### src/rtl/led_pattern_decoder.sv
// led_pattern_decoder: passive monitor that recovers which LED pattern family
//   (rotate left/right, invert, increment, decrement) drives an 8-bit LED bus.
// Latency: led_in sampled at edge N -> step/class/lock/period update at edge N+2.
// Backpressure: none; a new LED value may be observed on every clock.
//
// Ports:
//   clk         sole clock, rising edge
//   rst         synchronous active-high reset
//   led_in[7:0] observed LED bus, synchronous to clk
//   step        one-cycle pulse per detected LED change
//   step_class  lowest class id matched by the latest step, 7 = none
//   locked      some class has LOCK_COUNT consecutive matching steps
//   pat_id      lowest locked class id, 7 when not locked
//   period      clocks between the last two steps, saturating
//   paused      no step seen for TIMEOUT clocks
//
// Build option: define LED_PATTERN_DECODER_PERIOD_EN to build the interval
//   counter, period and paused outputs; otherwise period and paused read 0.
//
// Class ids: 0 rotl, 1 rotr, 2 inv, 3 inc, 4 dec (all mod 256).

module led_pattern_decoder #(
  parameter int LOCK_COUNT = 4,
  parameter int CNT_W      = 24,
  parameter int TIMEOUT    = 12_000_000
) (
  input  logic             clk,
  input  logic             rst,
  input  logic [7:0]       led_in,
  output logic             step,
  output logic [2:0]       step_class,
  output logic             locked,
  output logic [2:0]       pat_id,
  output logic [CNT_W-1:0] period,
  output logic             paused
);

  localparam int         NCLS     = 5;
  localparam logic [3:0] RUN_MAX  = 4'(LOCK_COUNT);
  localparam logic [2:0] NO_CLASS = 3'd7;

  // ---------------------------------------------------------------------------
  // Stage 1: capture the bus and compare against the previous sample.
  // ---------------------------------------------------------------------------
  logic [7:0]      cur_q;
  logic [7:0]      prev_q;
  logic            det_step;
  logic [NCLS-1:0] det_match;

  always_comb begin
    det_step     = (cur_q != prev_q);
    det_match[0] = (cur_q == {prev_q[6:0], prev_q[7]});
    det_match[1] = (cur_q == {prev_q[0], prev_q[7:1]});
    det_match[2] = (cur_q == ~prev_q);
    det_match[3] = (cur_q == prev_q + 8'd1);
    det_match[4] = (cur_q == prev_q - 8'd1);
  end

  // ---------------------------------------------------------------------------
  // Stage 2: register the step decision and its class flags.  Flags are
  // masked with the step so a constant bus (e.g. 0x00 or 0xFF, which equals
  // its own rotation) never looks like a matching step.
  // ---------------------------------------------------------------------------
  logic            step_d;
  logic [NCLS-1:0] match_d;

  always_ff @(posedge clk) begin
    if (rst) begin
      cur_q   <= 8'h00;
      prev_q  <= 8'h00;
      step_d  <= 1'b0;
      match_d <= '0;
    end else begin
      cur_q   <= led_in;
      prev_q  <= cur_q;
      step_d  <= det_step;
      match_d <= det_match & {NCLS{det_step}};
    end
  end

  // ---------------------------------------------------------------------------
  // Stage 3: per-class run counters and the lock decision.
  // ---------------------------------------------------------------------------
  logic [NCLS-1:0][3:0] cnt_q;
  logic [NCLS-1:0][3:0] cnt_n;
  logic [2:0]           cls_n;
  logic                 lock_n;
  logic [2:0]           pat_n;

  always_comb begin
    cnt_n = cnt_q;
    if (step_d) begin
      for (int i = 0; i < NCLS; i++) begin
        if (!match_d[i]) begin
          cnt_n[i] = 4'd0;
        end else if (cnt_q[i] != RUN_MAX) begin
          cnt_n[i] = cnt_q[i] + 4'd1;
        end
      end
    end
  end

  // Lowest id wins in both searches, so scan from the top down and let the
  // last hit overwrite.
  always_comb begin
    cls_n = step_class;
    if (step_d) begin
      cls_n = NO_CLASS;
      for (int i = NCLS - 1; i >= 0; i--) begin
        if (match_d[i]) begin
          cls_n = 3'(i);
        end
      end
    end
  end

  // Lock is taken from the next-state counters so it moves on the same edge
  // as the counters; a step that breaks every saturated run unlocks at once.
  always_comb begin
    lock_n = 1'b0;
    pat_n  = NO_CLASS;
    for (int i = NCLS - 1; i >= 0; i--) begin
      if (cnt_n[i] == RUN_MAX) begin
        lock_n = 1'b1;
        pat_n  = 3'(i);
      end
    end
  end

  always_ff @(posedge clk) begin
    if (rst) begin
      cnt_q      <= '0;
      step       <= 1'b0;
      step_class <= NO_CLASS;
      locked     <= 1'b0;
      pat_id     <= NO_CLASS;
    end else begin
      cnt_q      <= cnt_n;
      step       <= step_d;
      step_class <= cls_n;
      locked     <= lock_n;
      pat_id     <= pat_n;
    end
  end

  // ---------------------------------------------------------------------------
  // Step interval measurement and stall detection.
  // ---------------------------------------------------------------------------
`ifdef LED_PATTERN_DECODER_PERIOD_EN

  localparam logic [CNT_W-1:0] IVL_MAX = '1;
  localparam logic [CNT_W-1:0] IVL_TMO = CNT_W'(TIMEOUT);

  // ivl counts clocks since the last step edge; it reads 1 on the clock after
  // a step, so at the next step it equals the step-to-step distance.
  logic [CNT_W-1:0] ivl_q;
  logic [CNT_W-1:0] ivl_n;
  logic             seen_q;

  always_comb begin
    ivl_n = ivl_q;
    if (step_d) begin
      ivl_n = CNT_W'(1);
    end else if (ivl_q != IVL_MAX) begin
      ivl_n = ivl_q + CNT_W'(1);
    end
  end

  // The first step after reset has no predecessor to measure against, so it
  // only arms seen_q; period and the stall timer start from the second.
  always_ff @(posedge clk) begin
    if (rst) begin
      ivl_q  <= '0;
      seen_q <= 1'b0;
      period <= '0;
      paused <= 1'b0;
    end else begin
      ivl_q <= ivl_n;
      if (step_d) begin
        seen_q <= 1'b1;
        paused <= 1'b0;
        if (seen_q) begin
          period <= ivl_q;
        end
      end else if (seen_q && (ivl_n >= IVL_TMO)) begin
        paused <= 1'b1;
      end
    end
  end

`else

  // Measurement not built: outputs are constant and the timing parameters
  // have no function.
  logic unused_cfg;

  assign unused_cfg = ^TIMEOUT;
  assign period     = '0;
  assign paused     = 1'b0;

`endif

endmodule

### config.mk
export PLATFORM = sky130hd
export DESIGN_NAME = led_pattern_decoder
export DESIGN_NICKNAME = d
export VERILOG_FILES = /design/src/rtl/led_pattern_decoder.sv
export SDC_FILE = /design/constraint.sdc
export NUM_CORES = 1
export LEC_CHECK = 0
export CORE_ASPECT_RATIO = 1.75
export CORE_MARGIN = 2
export CORE_UTILIZATION = 50
export DETAILED_ROUTE_END_ITERATION = 16
export PLACE_DENSITY = 0.81
export SLEW_MARGIN = 15
export SYNTH_ARGS = -nofsm -noshare
export SYNTH_HDL_FRONTEND = slang
export SYNTH_SLANG_ARGS = --single-unit
### constraint.sdc
create_clock -name clk -period 1.9 [get_ports clk]
set_clock_uncertainty 0.1 [all_clocks]
set_input_delay 0.285 -clock clk [delete_from_list [all_inputs] [get_ports clk]]
set_output_delay 0.285 -clock clk [all_outputs]
set_load 0.1 [all_outputs]
* Word-level counts from Yosys, hierarchy flattened
Index checks and enable logic that the tools add are counted.
** Cells by class
- $add $sub $neg :: 7
- Equal/unequal tests :: 16
- Mux-type cells :: 26
- Bitwise gates (word level) :: 2
** Operator list (number)
- $eq 8x8->1 :: 5
- $mux 4 :: 10
- $mux 3 :: 8
- $add 4x1->4 const B :: 5
- $eq 4x3->1 const B :: 5
- $mux 20 :: 1
- $ne 4x3->1 const B :: 5
- $add 8x1->8 const B :: 1
- $ne 8x8->1 :: 1
- $not 8->8 :: 1
- $sub 8x1->8 const B :: 1
- $and 5x5->5 :: 1
- $mux 1 :: 5
- $mux 2 :: 2
** Storage, ports and cells
- Register bits after elaboration :: 50
- Input port bits :: 10
- Output and inout bits :: 33
- Word-level logic and storage cells :: 64

* Longest topological paths before layout
Gate-level depths: netlist (run 1).
- Depth after elaboration :: 10
- Depth in mapped cells :: 9
- Gate-level depth less buffers :: 8

* Least setup slack after synthesis (run 1)
OpenSTA, ideal clock, no wires.
- Path type :: register to register
- From :: reg prev_q[1]
- To :: reg match_d[4]
- Setup time :: 103 ps
- Data arrival time :: 1743 ps
- Required time :: 1697 ps
- Setup slack :: -47 ps
- Stages on the path, launching flop included :: 8
- Path buffers :: 1
- Clock period less this slack :: 1947 ps
- Path through :: dfxtp_1 buf_6 nor3_4 nor3b_4 nand2_1 mux2_2 a211o_1 a2111oi_2
** Between the ends
- Word-level cells in the longest chain between the ends :: 3
- Elaborated cells between the ends (all ways) :: 4
- Those cells by class :: add/sub (1); eq/ne (2); bitwise (1)
** RTL lines
- start, declared :: line 46 : logic [7:0] prev_q;
- start signal, assigned :: line 75 : prev_q <= cur_q;
- $sub 8x1->8 :: line 56 : det_match[4] = (cur_q == prev_q - 8'd1);
- $eq 8x8->1 :: line 56
- $and 5x5->5 * :: line 77 : match_d <= det_match & {NCLS{det_step}};
- end signal, assigned :: line 77
- end, declared :: line 65 : logic [NCLS-1:0] match_d;
Mark *: on every way between the ends. The rest lies on a longest branch, timed or not.
A chain may end at the register's enable or synchronous reset.

* Worst setup path in the final report (run 1)
- From :: reg cnt_q[12] in the netlist's numbering
- To :: reg pat_id[2]
** Between the ends
- Word-level cells in the longest chain between the ends :: 9
- Elaborated cells between the ends (all ways) :: 10
- Those cells by class :: add/sub (1); eq/ne (2); mux (7)
** RTL lines
- start, declared :: line 84 : logic [NCLS-1:0][3:0] cnt_q;
- start signal, assigned :: line 138 : cnt_q <= cnt_n;
- $add 4x1->4 / $ne 4x3->1 (equally long branches) :: line 97, 96
- $mux 4 :: line 96 : end else if (cnt_q[i] != RUN_MAX) begin
- $mux 4 :: line 94 : if (!match_d[i]) begin
- $mux 20 * :: line 92 : if (step_d) begin
- $eq 4x3->1 * :: line 123 : if (cnt_n[i] == RUN_MAX) begin
- $mux 3 * (4 in a row) :: line 123
- end signal, assigned :: line 142 : pat_id <= pat_n;
- end, declared :: line 33 : output logic [2:0] pat_id,
Marked as above.

==> metrics.csv, run 1 <==
metric;value;unit
crit_path_max_fanout;5;
viasPerCell;5.45;
synth_adder_area_share;4.95;%
synth_flop_cell;dfxtp_1;
power_frac_seq;44.8;%
synthTopCellsByCount;dfxtp_1, nor2b_1, buf_4, nor2_1, xnor2_1;
start_kind;flop;
worst_slew_pin_slew;514;ps
reg2reg_depth;8;
yosys_warnings;0;
syn_avg_cell_area;8.48;sq um
drt_iter0_drc;159;
core_area;5880;sq um
num_vias;2596;
synth-seq-cells;50;
ant_nets;0;
synth_top_family_by_area;simple AND/OR/NAND/NOR gates;
hp-class;reg -> reg;
start_util;51.6;%
synth_xor_area_share;9.52;%
r2r_start;cnt_q[12];
totalWireLength;6.54;mm
comb_power_share;23.0;%
critPathArrivalTime;2110;ps
htreeDepth;2;
diodes;0;
rsz0062_at_grt;yes;
dieWidth;62.9;um
path_buf_inv;2;
timing.final.ws_setup;-113;ps
drt-pass1-iter-count;4;
seq_area_frac_synth;33.0;%
path_clk_slew;100;ps
crit_type;reg -> reg;
fin_util;61.7;%
dieArea;6730;sq um
place_area;3340;sq um
wire_per_inst;13.7;um
grt_util_all_layers;19.0;%
holdPathStages;2;
endpoint_kind;flop;
r2r_slack;-110;ps
swShare;32.7;%
synthSimpleGateAreaFrac;26.5;%
max_freq;497;MHz
async_flop_share;0;%
path_delay_family;simple AND/OR/NAND/NOR gates;
p_int;0.00167;W
fin_nets;419;
synth_most_common_cell;dfxtp_1;
portBuffers;17;
final_area;3630;sq um
drv_slew;0;
setup_viol;2;
insertion_delay;310;ps
syn_inst;358;
area_growth;19.6;%
cts_buffers;5;
synth_compound_area_share;11.9;%
synth_edf_count;0;
cts_hold_buf;0;
r2r-end;pat_id[2];
synth_area_leader_cell;dfxtp_1;
cts_tree;yes;
outcome;finished, violations left;
ir_drop;0.513;mV
leakage;1.42;nW
layout-drive-gt1-share;22.9;%
cp_slowest_cell;a311oi_1;
clk_path_buf_depth;2;
hold_path.startpoint;step_class[0];
yosysUniqueCellTypes;54;
post-route-period-util;106;%
cts.sinks;50;
grt-ovfl-total;0;
power_frac_clock;32.2;%
root_buffer;clkbuf_8;
synth_area;3040;sq um
grt_max_degree;25;
fin_hold_ws;373;ps
p_sw;0.000809;W
synth.area.mux_share;2.06;%
powerDensity;682;nW/um^2
drc;0;
cp_common_cell;buf_4;
crit_required;2000;ps
post-dp-hpwl;4.76;mm
max_cap_violations;0;
holdPathEnd;step_class[0];
yosys.area.top_type_share;33.0;%
violations;negative setup slack;
relSlewSlack;65.5;%
grt_pass1_vias;2509;
place.gp.congestion;0.884;
pre_cts_slack;-89.2;ps
period_minus_slack;2010;ps
die_height;107;um
worstPathCellList;buf_4 -> buf_4 -> nand3_1 -> nor4_1 -> a311oi_1 -> and3_4 -> nor3_2 -> or2_2;
io_pins;43;
hold_viol;0;
antenna_found_initial;0;
rows;37;
grt_pass1_wl;10.3;mm
max_stage_delay;400;ps
synthTopCellsByArea;dfxtp_1, xnor2_1, buf_4, nor2b_1, ha_1;
sequential cells by signal, summed over array words and instances (netlist names):
register,flops
cnt_q,20
cur_q,8
prev_q,8
match_d,5
pat_id,3
step_class,3
locked,1
step,1
step_d,1
placed cells by master (no fill, tap or decap), drive strengths merged, types with 2 or more instances in the layout:
cell type,instances
a2111oi,2
a211o,2
a211oi,2
a21oi,16
a311o,2
a311oi,4
a41o,2
and2,2
and3,3
buf,45
clkbuf,7
clkdlybuf4s50,9
conb,25
dfxtp,50
ha,12
inv,18
mux2,2
mux2i,4
nand2,17
nand2b,6
nand3,18
nand3b,3
nand4,12
nand4b,3
nand4bb,2
nor2,27
nor2b,32
nor3,7
nor3b,3
nor4,2
o21a,4
o21ai,6
o221a,2
xnor2,24
xor2,9
routing by layer:
| metal | vias to the layer above | wire [um] | GRT usage [%] |
|---|---|---|---|
| li1 | 1248 | - | - |
| met1 | 1233 | 2230 | 16.5 |
| met2 | 92 | 3760 | 37.8 |
| met3 | 23 | 240 | 3.78 |
| met4 | 0 | 305 | 12.4 |
| met5 | - | 0 | 0 |
final cells by class:
| class | instances | area (sq um) |
|---|---|---|
| well taps | 78 | 97.6 |
| inverters | 17 | 63.8 |
| clock inverters | 2 | 38.8 |
| flip-flops and latches | 50 | 1020 |
| clock buffers | 6 | 82.6 |
| multi-input cells | 268 | 1850 |
| repair buffers | 55 | 478 |
| fillers | 511 | 2250 |
power groups by stage:
stage	Sequential, W	Clock (W)	Combinational, W
2_1_floorplan	0.00116	0	0.000455
3_3_place_gp	0.00113	0	0.000533
3_5_place_dp	0.00113	0	0.000540
4_1_cts	0.00111	0.000807	0.000550
5_1_grt	0.00111	0.000855	0.000597
6_report	0.00111	0.000796	0.000571
kinds of logic after synthesis:
group,Yosys count
buffers and inverters,64
xor gates and xnor gates,33
adders and majority gates,12
other,1
and+or+nand+nor,142
DFF,50
muxes,6
AOI/OAI and AO/OA,50
metrics by stage:
| stage | TNS, ps | total power (W) | std cells |
|---|---|---|---|
| 6_report | -146 | 0.00248 | 476 |
| 5_1_grt | -282 | 0.00257 | 476 |
| 4_1_cts | -14.0 | 0.00247 | 474 |
| 3_5_place_dp | -266 | 0.00167 | 462 |
| 3_3_place_gp | 0 | 0.00167 | 462 |
| 2_1_floorplan | -8.93 | 0.00161 | 382 |
worst reg2reg max path, delay by kind of cell (launching register included):
kind,cells,cell delay [ps]
buffers and inverters,2,270
AOI/OAI and AO/OA,1,400
and+or+nand+nor,5,820
DFF,1,330
timing repair:
action,CTS,global route
endpoints found under the setup margin,6,6
pin swaps,3,14
cloned,0,1
buffers inserted,4,1
endpoints found under the hold margin,0,0
gates resized for setup,15,22
worst max-delay path by stage:
stage	start	endpoint	cells after the start
finish	cnt_q[12]	pat_id[2]	8
global route	cnt_q[12]	pat_id[2]	8
CTS	prev_q[0]	match_d[4]	6
detailed placement	prev_q[0]	match_d[3]	7
global placement	cnt_q[4]	pat_id[2]	7
floorplan	prev_q[0]	match_d[4]	7
No activity file was read; power rests on OpenSTA's default activity.
==> run 2: changes to the inputs <==
--- a/config.mk
+++ b/config.mk
@@ -9,6 +9,7 @@
 export CORE_MARGIN = 2
 export CORE_UTILIZATION = 50
 export DETAILED_ROUTE_END_ITERATION = 16
+export HOLD_SLACK_MARGIN = 0.05
 export PLACE_DENSITY = 0.81
 export SLEW_MARGIN = 15
 export SYNTH_ARGS = -nofsm -noshare
==> results of run 2 <==
Final layout, timing and power as in run 1 (identical DEF).
==> run 3: changes to the inputs <==
--- a/config.mk
+++ b/config.mk
@@ -9,7 +9,8 @@
 export CORE_MARGIN = 2
 export CORE_UTILIZATION = 50
 export DETAILED_ROUTE_END_ITERATION = 16
-export HOLD_SLACK_MARGIN = 0.05
+export GPL_ROUTABILITY_DRIVEN = 0
+export HOLD_SLACK_MARGIN = 0.06
 export PLACE_DENSITY = 0.81
 export SLEW_MARGIN = 15
 export SYNTH_ARGS = -nofsm -noshare
==> results of run 3 <==
Final layout, timing and power as in run 1 (identical DEF).
